<file path="src/rtl/sprite_line_scanner.sv">
// sprite_line_scanner: per-scanline sprite evaluator feeding a FWFT hit FIFO.
// Walks sprite_ram indexes 0..31 at each line start (issue/eval, 2 cycles per sprite),
// tests Y coverage of the latched line and queues hits for the line renderer.
// Ports:
//   clk_i, rst_i              clock, synchronous active-high reset
//   line_start_i, line_idx_i  start (or abort and restart) a scan of line_idx_i
//   sprites_en_i              0: scan runs but never hits
//   rd_addr_o, rd_en_o        sprite_ram read port (1-cycle registered data)
//   rd_data_i                 40-bit attribute word from sprite_ram
//   out_valid_o/out_ready_i   FIFO head handshake, out_data_o is the head entry
//   busy_o, done_o            scan in progress, 1-cycle end-of-scan pulse
//   overflow_o                sticky per line: a hit was dropped at MAX_HITS
//   hit_count_o               only with SPRITE_SCAN_STATS_EN: hits of the last finished line
module sprite_line_scanner #(
    parameter int MAX_HITS   = 16,
    parameter int FIFO_DEPTH = 4
) (
    input  logic        clk_i,
    input  logic        rst_i,
    input  logic        line_start_i,
    input  logic [9:0]  line_idx_i,
    input  logic        sprites_en_i,
    output logic [4:0]  rd_addr_o,
    output logic        rd_en_o,
    input  logic [39:0] rd_data_i,
    output logic        out_valid_o,
    input  logic        out_ready_i,
    output logic [36:0] out_data_o,
    output logic        busy_o,
    output logic        done_o,
    output logic        overflow_o
`ifdef SPRITE_SCAN_STATS_EN
    ,
    output logic [5:0]  hit_count_o
`endif
);
    localparam int AW = $clog2(FIFO_DEPTH);
    typedef enum logic [1:0] {IDLE, ISSUE, EVAL, DONE} state_t;
    state_t      state_q, state_d;
    logic [9:0]  line_q, line_d;
    logic [4:0]  idx_q, idx_d;
    logic [5:0]  hit_cnt_q, hit_cnt_d;
    logic        ovf_q, ovf_d;
    logic [36:0] mem_q [FIFO_DEPTH];
    logic [36:0] mem_d [FIFO_DEPTH];
    logic [AW-1:0] wr_q, wr_d, rd_q, rd_d;
    logic [AW:0] cnt_q, cnt_d;
    logic [9:0]  row_full;
    logic [6:0]  height;
    logic [5:0]  out_row;
    logic [36:0] push_data;
    logic        hit, full, pop, push, flush;

    // Row wraps modulo 1024 so sprites straddling the bottom edge reappear at the top.
    assign row_full  = line_q - rd_data_i[35:26];
    assign height    = 7'd8 << rd_data_i[37:36];
    assign hit       = rd_data_i[15] & sprites_en_i & (row_full < 10'(height));
    assign out_row   = rd_data_i[12] ? 6'(height - 7'd1 - row_full[6:0]) : row_full[5:0];
    assign push_data = {rd_data_i[39:38], rd_data_i[14], rd_data_i[13], rd_data_i[11:0],
                        out_row, rd_data_i[25:16], idx_q};
    assign full      = cnt_q == (AW+1)'(FIFO_DEPTH);
    assign pop       = out_valid_o & out_ready_i;

    assign rd_addr_o   = idx_q;
    assign rd_en_o     = state_q == ISSUE;
    assign out_valid_o = cnt_q != '0;
    assign out_data_o  = mem_q[rd_q];
    assign busy_o      = state_q != IDLE;
    assign done_o      = state_q == DONE;
    assign overflow_o  = ovf_q;

    always_comb begin
        state_d   = state_q;
        line_d    = line_q;
        idx_d     = idx_q;
        hit_cnt_d = hit_cnt_q;
        ovf_d     = ovf_q;
        push      = 1'b0;
        flush     = 1'b0;
        case (state_q)
            ISSUE: state_d = EVAL;
            EVAL: begin
                if (hit && hit_cnt_q == 6'(MAX_HITS)) begin
                    ovf_d   = 1'b1;
                    state_d = DONE;
                end else if (!hit || !full || pop) begin
                    // A full FIFO stalls here with rd_addr_o held, so rd_data_i stays valid.
                    push      = hit;
                    hit_cnt_d = hit_cnt_q + {5'd0, hit};
                    state_d   = idx_q == 5'd31 ? DONE : ISSUE;
                    idx_d     = idx_q == 5'd31 ? idx_q : idx_q + 5'd1;
                end
            end
            DONE:  state_d = IDLE;
            default: state_d = IDLE;
        endcase
        if (line_start_i) begin
            flush     = state_q == ISSUE || state_q == EVAL;
            push      = 1'b0;
            state_d   = ISSUE;
            line_d    = line_idx_i;
            idx_d     = '0;
            hit_cnt_d = '0;
            ovf_d     = 1'b0;
        end
    end

    always_comb begin
        mem_d = mem_q;
        if (push) mem_d[wr_q] = push_data;
        wr_d  = flush ? '0 : wr_q + AW'(push);
        rd_d  = flush ? '0 : rd_q + AW'(pop);
        cnt_d = flush ? '0 : cnt_q + (AW+1)'(push) - (AW+1)'(pop);
    end

    always_ff @(posedge clk_i) begin
        if (rst_i) begin
            state_q   <= IDLE;
            line_q    <= '0;
            idx_q     <= '0;
            hit_cnt_q <= '0;
            ovf_q     <= 1'b0;
            mem_q     <= '{default: '0};
            wr_q      <= '0;
            rd_q      <= '0;
            cnt_q     <= '0;
        end else begin
            state_q   <= state_d;
            line_q    <= line_d;
            idx_q     <= idx_d;
            hit_cnt_q <= hit_cnt_d;
            ovf_q     <= ovf_d;
            mem_q     <= mem_d;
            wr_q      <= wr_d;
            rd_q      <= rd_d;
            cnt_q     <= cnt_d;
        end
    end

`ifdef SPRITE_SCAN_STATS_EN
    logic [5:0] hit_count_q, hit_count_d;
    assign hit_count_o = hit_count_q;
    always_comb hit_count_d = state_q == DONE ? hit_cnt_q : hit_count_q;
    always_ff @(posedge clk_i) begin
        if (rst_i) hit_count_q <= '0;
        else       hit_count_q <= hit_count_d;
    end
`endif
endmodule

</file>
<file path="config.mk">
export PLATFORM = sky130hd
export DESIGN_NAME = sprite_line_scanner
export DESIGN_NICKNAME = d
export VERILOG_FILES = /design/src/rtl/sprite_line_scanner.sv
export SDC_FILE = /design/constraint.sdc
export NUM_CORES = 1
export LEC_CHECK = 0
export ABC_AREA = 0
export ABC_CLOCK_PERIOD_IN_PS = 9900
export CAP_MARGIN = 40
export CELL_PAD_IN_SITES_DETAIL_PLACEMENT = 1
export CELL_PAD_IN_SITES_GLOBAL_PLACEMENT = 2
export CORE_ASPECT_RATIO = 0.9
export CORE_MARGIN = 1
export CORE_UTILIZATION = 36
export DETAILED_ROUTE_END_ITERATION = 12
export GPL_ROUTABILITY_DRIVEN = 0
export PLACE_DENSITY_LB_ADDON = 0.08
export SLEW_MARGIN = 25
export SYNTH_ARGS = -nofsm -noshare
export SYNTH_HDL_FRONTEND = slang
export SYNTH_SLANG_ARGS = --single-unit
</file>
<file path="constraint.sdc">
create_clock -name clk_i -period 9.9 [get_ports clk_i]
set_input_delay 1.485 -clock clk_i [delete_from_list [all_inputs] [get_ports clk_i]]
set_output_delay 1.485 -clock clk_i [all_outputs]
set_load 0.03 [all_outputs]
</file>
==> flow_summary.yaml, run 1 <==
run_status:
  status: "completed"
logic_synthesis:
  yosys.area.top_type: "dfxtp_1"
  yosys_warnings: 0
  ys_top_cells_by_count: "nand2_1, dfxtp_1, a21oi_1, mux4_2, buf_2"
  yosys-top-cells-area: "dfxtp_1, nand2_1, mux4_2"
  avgSynthCellArea_sq_um: 8.57
  synthFlopType: "dfxtp_1"
  synth_seq_area_share_pct: 43.2
  yosysMostFrequentCell: "nand2_1"
  ys_types: 60
  postSynth.asyncResetShare_pct: 0
  syn_inst: 969
  synth_area_sq_um: 8300
  synth_seq_cells: 179
  syn_nets: 1052
  synth_edf_count: 0
  synth_top_area_share_pct: 43.2
global_route:
  antenna_found_initial: 0
  grt_max_degree: 76
  first_global_vias: 7159
  grt_pass1_wl_um: 39100
  grt-ovfl-total: 0
  track_usage_pct: 21.2
critical_path:
  crit_path_start_kind: "input pin"
  r2r-end: "cnt_q[2]$_SDFF_PP0_"
  regToRegSetupSlack_ps: 4990
  crit_end: "cnt_q[2]$_SDFF_PP0_"
  reg2reg_depth: 23
  cp_num_cells: 23
  crit_fanout: 6
  worst_path_max_delay_cell: "clkdlybuf4s50_1"
  arrival_ps: 6390
  timing.critical_path.buf_inv: 5
  critical_path.startpoint: "rd_data_i[26]"
  critPathTopFamily: "adder cells"
  cp-end-kind: "flip-flop"
  required_ps: 10210
  r2r-start: "line_q[0]$_SDFFE_PP0P_"
  slowest_delay_ps: 460
  path_cells: "clkdlybuf4s50_1 > ha_1 > inv_1 > fa_1 > a21o_1 > a311o_1 > a21oi_1 > ha_1 > nand2_1 > nand4b_1 > nor4_1 > nand4bb_1 > nor3_2 > and3_1 > inv_1 > ha_1 > inv_1 > ha_1 > inv_1 > fa_1 > xor2_1 > xnor2_1 > nor2_1"
  worstSetupPathType: "input pin to flip-flop"
route:
  num_vias: 6983
  drtIter0Drc: 334
  vias_per_cell: 5.20
  routedWlPerCell_um: 17.7
  drt-total-wl_um: 23800
  drtPass1Iterations: 4
  drc: 0
  ant_nets: 0
cts:
  tritoncts: "done"
  path_clk_slew_ps: 80
  cts-root-buf: "clkbuf_16"
  clock_latency_ps: 440
  cts-resized-gates: 0
  cts_made_buffers: 17
  cts_setup_buffers: 0
  clockBufferDepth: 2
  cts.hold.buffers_added: 0
  clock-sinks: 179
  cts_max_level: 4
worst_hold_path:
  worstHoldStart: "mem_q[86]$_SDFFE_PP0P_"
  hold_path.class: "flip-flop to flip-flop"
sta:
  fin_skew_ps: 15.6
  worstMarginPinSlew_ps: 847
  tns_ps: 0
  maxSlewViolCount: 0
  min_period_ps: 6080
  setup_viol: 0
  min_period_over_period_pct: 61.4
  rsz0062_at_grt: "false"
  finalHoldViolCount: 0
  slew_headroom_pct: 43.5
  worst_slack_ps: 3820
  fmax_mhz: 165
floorplanning:
  fp.coreArea_sq_um: 22600
  ioPinCount: 102
  start_util_pct: 36.8
  fp.dieH_um: 146
  die_w_um: 162
  dieArea_sq_um: 23700
  fp-row-count: 52
cells_and_area:
  area_growth_pct: 21.2
  nFillCells: 2601
  final_nets: 1115
  final_util_pct: 44.6
  drive_gt1_share_pct: 9.38
  diodes: 0
placed_design:
  portBuffers: 101
  dpl_worst_slack_ps: 3370
  dpl.hpwl_um: 14400
power_and_ir_drop:
  p_leak_nw: 3.46
  peakVddDrop_mv: 0.106
  p_per_area_nw_per_um2: 161
job:
  max_cap_violations: 0
## worst register-to-register path, cell delays in order (launching register included)
cell       delay (ps)
dfxtp_1           310
inv_1              50
ha_1              150
inv_1              50
fa_1              420
a21o_1            210
a311o_1           400
a21oi_1           170
ha_1              270
nand2_1            80
nand4b_1           90
nor4_1            400
nand4bb_1         250
nor3_2            390
and3_1            260
inv_1              50
ha_1              260
inv_1              60
ha_1              130
inv_1              50
fa_1              370
xor2_1            170
xnor2_1           140
nor2_1             60
## worst min path at each step
stage                                         end  cells past startpoint
after floorplan           mem_q[100]$_SDFFE_PP0P_                      2
after global placement     mem_q[85]$_SDFFE_PP0P_                      2
after detailed placement   mem_q[76]$_SDFFE_PP0P_                      2
after CTS                   mem_q[6]$_SDFFE_PP0P_                      2
after global routing        mem_q[1]$_SDFFE_PP0P_                      2
final                      mem_q[86]$_SDFFE_PP0P_                      2
## flip-flops by register name (all words and copies together) (netlist names)
name,flops
cnt_q,3
rd_q,2
mem_q,148
overflow_o,1
line_q,10
wr_q,2
hit_cnt_q,6
state_q,2
rd_addr_o,5
## where the power goes
| group | total [mW] | leakage (nW) | switching [mW] | internal [mW] |
|---|---|---|---|---|
| combinational | 0.212 | 1.73 | 0.119 | 0.0930 |
| clock | 0.660 | 0.279 | 0.325 | 0.334 |
| sequential | 0.748 | 1.44 | 0.0191 | 0.728 |
## layout by cell type, fill, tap and decap left out, types with 4 or more instances in the layout
master and count:
nand3_1 19, clkdlybuf4s50_1 100, a211oi_1 4, xnor2_1 10
inv_6 5, o211ai_1 5, clkbuf_16 17, inv_1 22
buf_4 13, dfxtp_1 177, nand2_1 292, and3_1 7
inv_8 4, mux2i_1 11, a21oi_1 154, nor2_1 28
mux4_2 37, nand2b_1 6, and2_1 5, ha_1 26
nand4_1 6, o21ai_0 21, or3_1 7, and4_1 6
## cells by family after synthesis
logic type,count (synthesis),synth area share [%]
simple gates,401,21.1
compound gates,208,14.0
flops,179,43.2
buf+inv,92,4.67
mux,48,11.4
fa+ha+maj,28,4.40
xor+xnor,13,1.37
## area by class of cell
cell class	instances	area (sq um)	share of cell area, %
multi-input combinational	698	4330	43.1
clock inverter	15	140	1.39
inverter	22	82.6	0.820
clock buffer	17	425	4.23
tap	297	372	3.69
timing repair buffer	114	1130	11.2
sequential	179	3590	35.6
## routing by layer
| layer | GRT usage, % | vias to the layer above | routed length (um) |
|---|---|---|---|
| met3 | 3.10 | 16 | 665 |
| met5 | 0 | - | 0 |
| li1 | - | 3452 | - |
| met2 | 34.3 | 88 | 10900 |
| met4 | 4.91 | 0 | 217 |
| met1 | 29.7 | 3427 | 12100 |
## through the flow
| step | total power [mW] | area (sq um) | std cells | hold slack [ps] |
|---|---|---|---|---|
| finish | 1.62 | 10100 | 1342 | 450 |
| global route | 1.70 | 10100 | 1342 | 471 |
| CTS | 1.64 | 10100 | 1342 | 452 |
| detailed placement | 0.978 | 9500 | 1310 | 443 |
| global placement | 0.976 | 9470 | 1309 | 436 |
| floorplan | 0.897 | 8300 | 969 | 429 |
(Power assumes the default switching activity.)
==> run 2, diff against run 1 <==
--- a/config.mk
+++ b/config.mk
@@ -6,13 +6,13 @@
 export NUM_CORES = 1
 export LEC_CHECK = 0
 export ABC_AREA = 0
-export ABC_CLOCK_PERIOD_IN_PS = 9900
+export ABC_CLOCK_PERIOD_IN_PS = 5800
 export CAP_MARGIN = 40
 export CELL_PAD_IN_SITES_DETAIL_PLACEMENT = 1
 export CELL_PAD_IN_SITES_GLOBAL_PLACEMENT = 2
 export CORE_ASPECT_RATIO = 0.9
 export CORE_MARGIN = 1
-export CORE_UTILIZATION = 36
+export CORE_UTILIZATION = 34
 export DETAILED_ROUTE_END_ITERATION = 12
 export GPL_ROUTABILITY_DRIVEN = 0
 export PLACE_DENSITY_LB_ADDON = 0.08
==> constraint.sdc (replaced) <==
create_clock -name clk_i -period 5.8 [get_ports clk_i]
set_input_delay 0.87 -clock clk_i [delete_from_list [all_inputs] [get_ports clk_i]]
set_output_delay 0.87 -clock clk_i [all_outputs]
set_load 0.03 [all_outputs]
==> flow_summary.yaml, run 2 (synthesized netlist as in run 1, its figures left out) <==
critical_path:
  crit_path_start_kind: "input pin"
  crit_fanout: 3
  cp_num_cells: 23
  arrival_ps: 5550
  path_cells: "clkdlybuf4s50_1 > ha_1 > inv_1 > fa_1 > a21o_1 > a311o_1 > a21oi_1 > ha_1 > nand2_1 > nand4b_1 > nor4_1 > nand4bb_1 > nor3_2 > and3_1 > inv_1 > ha_1 > inv_1 > ha_1 > inv_1 > fa_1 > xor2_1 > xnor2_1 > nor2_1"
  timing.critical_path.buf_inv: 5
  worst_path_max_delay_cell: "clkdlybuf4s50_1"
  worstSetupPathType: "input pin to flip-flop"
  cp-end-kind: "flip-flop"
  slowest_delay_ps: 470
  reg2reg_depth: 23
  required_ps: 6120
  critPathTopFamily: "adder cells"
run_status:
  status: "completed"
route:
  vias_per_cell: 5.23
  drtPass1Iterations: 5
  drc: 0
  drtIter0Drc: 350
  num_vias: 7056
  drt-total-wl_um: 24500
  ant_nets: 0
  routedWlPerCell_um: 18.2
sta:
  finalHoldViolCount: 0
  worst_hold_slack_ps: 451
  rsz0062_at_grt: "false"
  fin_skew_ps: 20.7
  min_period_ps: 5230
  fmax_mhz: 191
  maxSlewViolCount: 0
  setup_viol: 0
  min_period_over_period_pct: 90.1
  slew_headroom_pct: 47.4
  worstMarginPinSlew_ps: 786
  tns_ps: 0
power_and_ir_drop:
  p_leak_nw: 3.45
  p_per_area_nw_per_um2: 274
  peakVddDrop_mv: 0.185
  p_comb_share_pct: 13.7
  swShare_pct: 28.6
  clock_power_share_pct: 40.3
  intPower_mw: 1.98
  power_mw: 2.77
  pwr-share-seq_pct: 46.0
  power.switching_mw: 0.790
cts:
  clockBufferDepth: 2
  path_clk_slew_ps: 70
  clock_latency_ps: 440
  cts_max_level: 4
  cts_setup_buffers: 0
  clock-sinks: 179
  cts-root-buf: "clkbuf_16"
  tritoncts: "done"
  cts_made_buffers: 17
  cts-resized-gates: 0
  cts.hold.buffers_added: 0
job:
  max_cap_violations: 0
cells_and_area:
  nFillCells: 2743
  regMostFlops: "mem_q"
  final_nets: 1117
  area_growth_pct: 21.4
  diodes: 0
  finalInstanceArea_sq_um: 10100
  regArea_sq_um: 3590
  largest_reg_flops: 148
  multiInputGateArea_sq_um: 4330
  final_cell_mix: "nand2_1, dfxtp_1, a21oi_1"
  drive_gt1_share_pct: 9.46
  largestRegisters: "mem_q (148), line_q (10), hit_cnt_q (6)"
  final_common_cell: "nand2_1"
floorplanning:
  fp-row-count: 53
  ioPinCount: 102
  fp.coreArea_sq_um: 23700
  die_w_um: 167
  dieArea_sq_um: 25100
  fp.dieH_um: 150
  start_util_pct: 35.1
placed_design:
  dpl.hpwl_um: 14800
  dpl-instance-area_sq_um: 9510
  portBuffers: 101
global_route:
  first_global_vias: 7147
  antenna_found_initial: 1
  grt_max_degree: 66
  track_usage_pct: 20.4
  grt-ovfl-total: 0
  grt_pass1_wl_um: 39900
worst_hold_path:
  hold_path.class: "flip-flop to flip-flop"
  hold_depth: 2
-- run 2: cell type report --
class	count	area share [%]
clock buffer	18	4.26
clock inverter	14	1.17
inverter	22	0.819
multi-input combinational	698	43.0
sequential	179	35.6
tap	302	3.75
timing repair buffer	116	11.4
-- run 2: through the flow --
stage	instances	utilization (%)	setup slack, ps
floorplan	969	-	873
global placement	1315	40.1	195
detailed placement	1316	40.2	147
CTS	1348	42.5	578
global route	1349	42.6	245
finish	1349	42.6	574
-- run 2: power by group through the flow --
| stage | combinational (mW) | clock (mW) | sequential [mW] |
|---|---|---|---|
| floorplan | 0.250 | 0 | 1.28 |
| global placement | 0.347 | 0 | 1.32 |
| detailed placement | 0.349 | 0 | 1.32 |
| CTS | 0.353 | 1.14 | 1.29 |
| global route | 0.418 | 1.19 | 1.28 |
| finish | 0.378 | 1.11 | 1.27 |
-- run 2: worst min-delay path, stage by stage, from the launching register on --
cell     delay (ps)
dfxtp_1         310
nand2_1          50
a21oi_1          50
-- run 2: path summary, 6_finish.rpt --
| check | start | endpoint | slack [ps] |
|---|---|---|---|
| hold reg to reg | mem_q[5]$_SDFFE_PP0P_ | mem_q[5]$_SDFFE_PP0P_ | 450 |
| setup reg to reg | line_q[0]$_SDFFE_PP0P_ | cnt_q[2]$_SDFF_PP0_ | 1130 |
| setup / recovery | rd_data_i[26] | cnt_q[2]$_SDFF_PP0_ | 570 |
| hold / removal | mem_q[5]$_SDFFE_PP0P_ | mem_q[5]$_SDFFE_PP0P_ | 450 |
-- run 2: routing by layer --
metal	vias to the layer above	track usage, %	part of all wire (%)
met4	2	5.46	0.95
met3	22	3.08	2.5
met2	98	33.4	46
met1	3478	28.1	51
li1	3456	-	-
met5	-	0	0.053
==> run 3, diff against run 2 <==
--- a/config.mk
+++ b/config.mk
@@ -16,6 +16,7 @@
 export DETAILED_ROUTE_END_ITERATION = 12
 export GPL_ROUTABILITY_DRIVEN = 0
 export PLACE_DENSITY_LB_ADDON = 0.08
+export RECOVER_POWER = 25
 export SLEW_MARGIN = 25
 export SYNTH_ARGS = -nofsm -noshare
 export SYNTH_HDL_FRONTEND = slang
==> flow_summary.yaml, run 3 (synthesized netlist as in run 1, its figures left out) <==
placed_design:
  dpl.hpwl_um: 14800
  portBuffers: 101
critical_path:
  r2r-end: "cnt_q[2]$_SDFF_PP0_"
  regToRegSetupSlack_ps: 1130
  cp-end-kind: "flip-flop"
  arrival_ps: 5550
  crit_path_start_kind: "input pin"
  timing.critical_path.buf_inv: 5
  worst_path_max_delay_cell: "clkdlybuf4s50_1"
  crit_fanout: 3
  reg2reg_depth: 23
  r2r-start: "line_q[0]$_SDFFE_PP0P_"
  critPathTopFamily: "adder cells"
  required_ps: 6120
  slowest_delay_ps: 470
  path_cells: "clkdlybuf4s50_1 > ha_1 > inv_1 > fa_1 > a21o_1 > a311o_1 > a21oi_1 > ha_1 > nand2_1 > nand4b_1 > nor4_1 > nand4bb_1 > nor3_2 > and3_1 > inv_1 > ha_1 > inv_1 > ha_1 > inv_1 > fa_1 > xor2_1 > xnor2_1 > nor2_1"
  worstSetupPathType: "input pin to flip-flop"
floorplanning:
  fp-row-count: 53
  die_w_um: 167
  fp.coreArea_sq_um: 23700
  dieArea_sq_um: 25100
  fp.dieH_um: 150
  start_util_pct: 35.1
  ioPinCount: 102
job:
  max_cap_violations: 0
route:
  drtIter0Drc: 351
  vias_per_cell: 5.23
  drtPass1Iterations: 5
  num_vias: 7052
  routedWlPerCell_um: 18.2
  ant_nets: 0
  drc: 0
  drt-total-wl_um: 24500
worst_hold_path:
  hold_path.class: "flip-flop to flip-flop"
  hold_depth: 2
  worstHoldEndpoint: "mem_q[5]$_SDFFE_PP0P_"
  worstHoldStart: "mem_q[5]$_SDFFE_PP0P_"
cts:
  cts_made_buffers: 17
  cts-root-buf: "clkbuf_16"
  cts_setup_buffers: 0
  tritoncts: "done"
  path_clk_slew_ps: 70
  clockBufferDepth: 2
  cts_max_level: 4
  clock_latency_ps: 440
  cts-resized-gates: 0
  clock-sinks: 179
  cts.hold.buffers_added: 0
cells_and_area:
  regMostFlops: "mem_q"
  drive_gt1_share_pct: 9.17
  largest_reg_flops: 148
  final_common_cell: "nand2_1"
  largestRegisters: "mem_q (148), line_q (10), hit_cnt_q (6)"
  final_cell_mix: "nand2_1, dfxtp_1, a21oi_1"
  nFillCells: 2746
  diodes: 0
  area_growth_pct: 21.3
  final_nets: 1117
sta:
  fmax_mhz: 191
  worstMarginPinSlew_ps: 1330
  finalHoldViolCount: 0
  maxSlewViolCount: 0
  min_period_ps: 5230
  rsz0062_at_grt: "false"
  tns_ps: 0
  setup_viol: 0
  min_period_over_period_pct: 90.2
  fin_skew_ps: 17.0
  slew_headroom_pct: 11.3
global_route:
  grt_max_degree: 66
  antenna_found_initial: 1
  grt_pass1_wl_um: 39900
  first_global_vias: 7147
  grt-ovfl-total: 0
  track_usage_pct: 20.4
power_and_ir_drop:
  peakVddDrop_mv: 0.186
  p_per_area_nw_per_um2: 275
  power_mw: 2.77
  p_leak_nw: 3.59
run_status:
  status: "completed"
run 3: cell types whose count changed in the layout (fill, tap and decap cells not counted), moves of 2 or more:
cell / before / now
clkdlybuf4s50_1: 100 / 58
dlygate4sd3_1: 0 / 42
buf_4: 14 / 12
dfxtp_1: 177 / 179
dfxtp_2: 2 / 0
run 3: per-layer routing:
metal  routed length (um)  up-vias  global-route usage (%)
met5                   13        -                       0
li1                     -     3455                       -
met2                11100      104                    33.4
met3                  731       25                    3.08
met1                12400     3466                    28.1
met4                  253        2                    5.46
run 3: how the worst max path moves through the flow:
stage               cells after the start                   to  slack (ps)          start
floorplan                              22  cnt_q[2]$_SDFF_PP0_         870  rd_data_i[26]
global placement                       23  cnt_q[2]$_SDFF_PP0_         190  rd_data_i[26]
detailed placement                     23  cnt_q[2]$_SDFF_PP0_         150  rd_data_i[26]
CTS                                    23  cnt_q[2]$_SDFF_PP0_         580  rd_data_i[26]
global route                           23  cnt_q[2]$_SDFF_PP0_         240  rd_data_i[26]
finish                                 23  cnt_q[2]$_SDFF_PP0_         570  rd_data_i[26]
run 3: where the power goes:
part	internal (mW)	leakage, nW	total (mW)	switching (mW)
Sequential	1.24	1.44	1.27	0.0294
Clock	0.562	0.259	1.12	0.555
Combinational	0.168	1.88	0.376	0.208
run 3: worst min-delay path, delay by kind of cell (launching register included):
family / cells / cell delay, ps
DFF: 1 / 310
and+or+nand+nor: 1 / 50
AOI/OAI and AO/OA: 1 / 50
run 3: stage by stage:
stage	hold WS [ps]	util, %	cell area (sq um)	std cells	setup slack, ps
CTS	453	42.5	10100	1348	578
finish	451	42.5	10100	1349	571
floorplan	429	-	8300	969	873
global route	466	42.5	10100	1349	245
detailed placement	444	40.2	9510	1316	147
global placement	438	40.1	9490	1315	195
run 3: area by class of cell:
cell class	count	area [sq um]	share of cell area, %
clock buffer	18	429	4.26
tap	302	378	3.75
sequential	179	3580	35.6
inverter	22	82.6	0.820
timing repair buffer	116	1150	11.4
multi-input combinational	698	4330	43.0
clock inverter	14	118	1.17
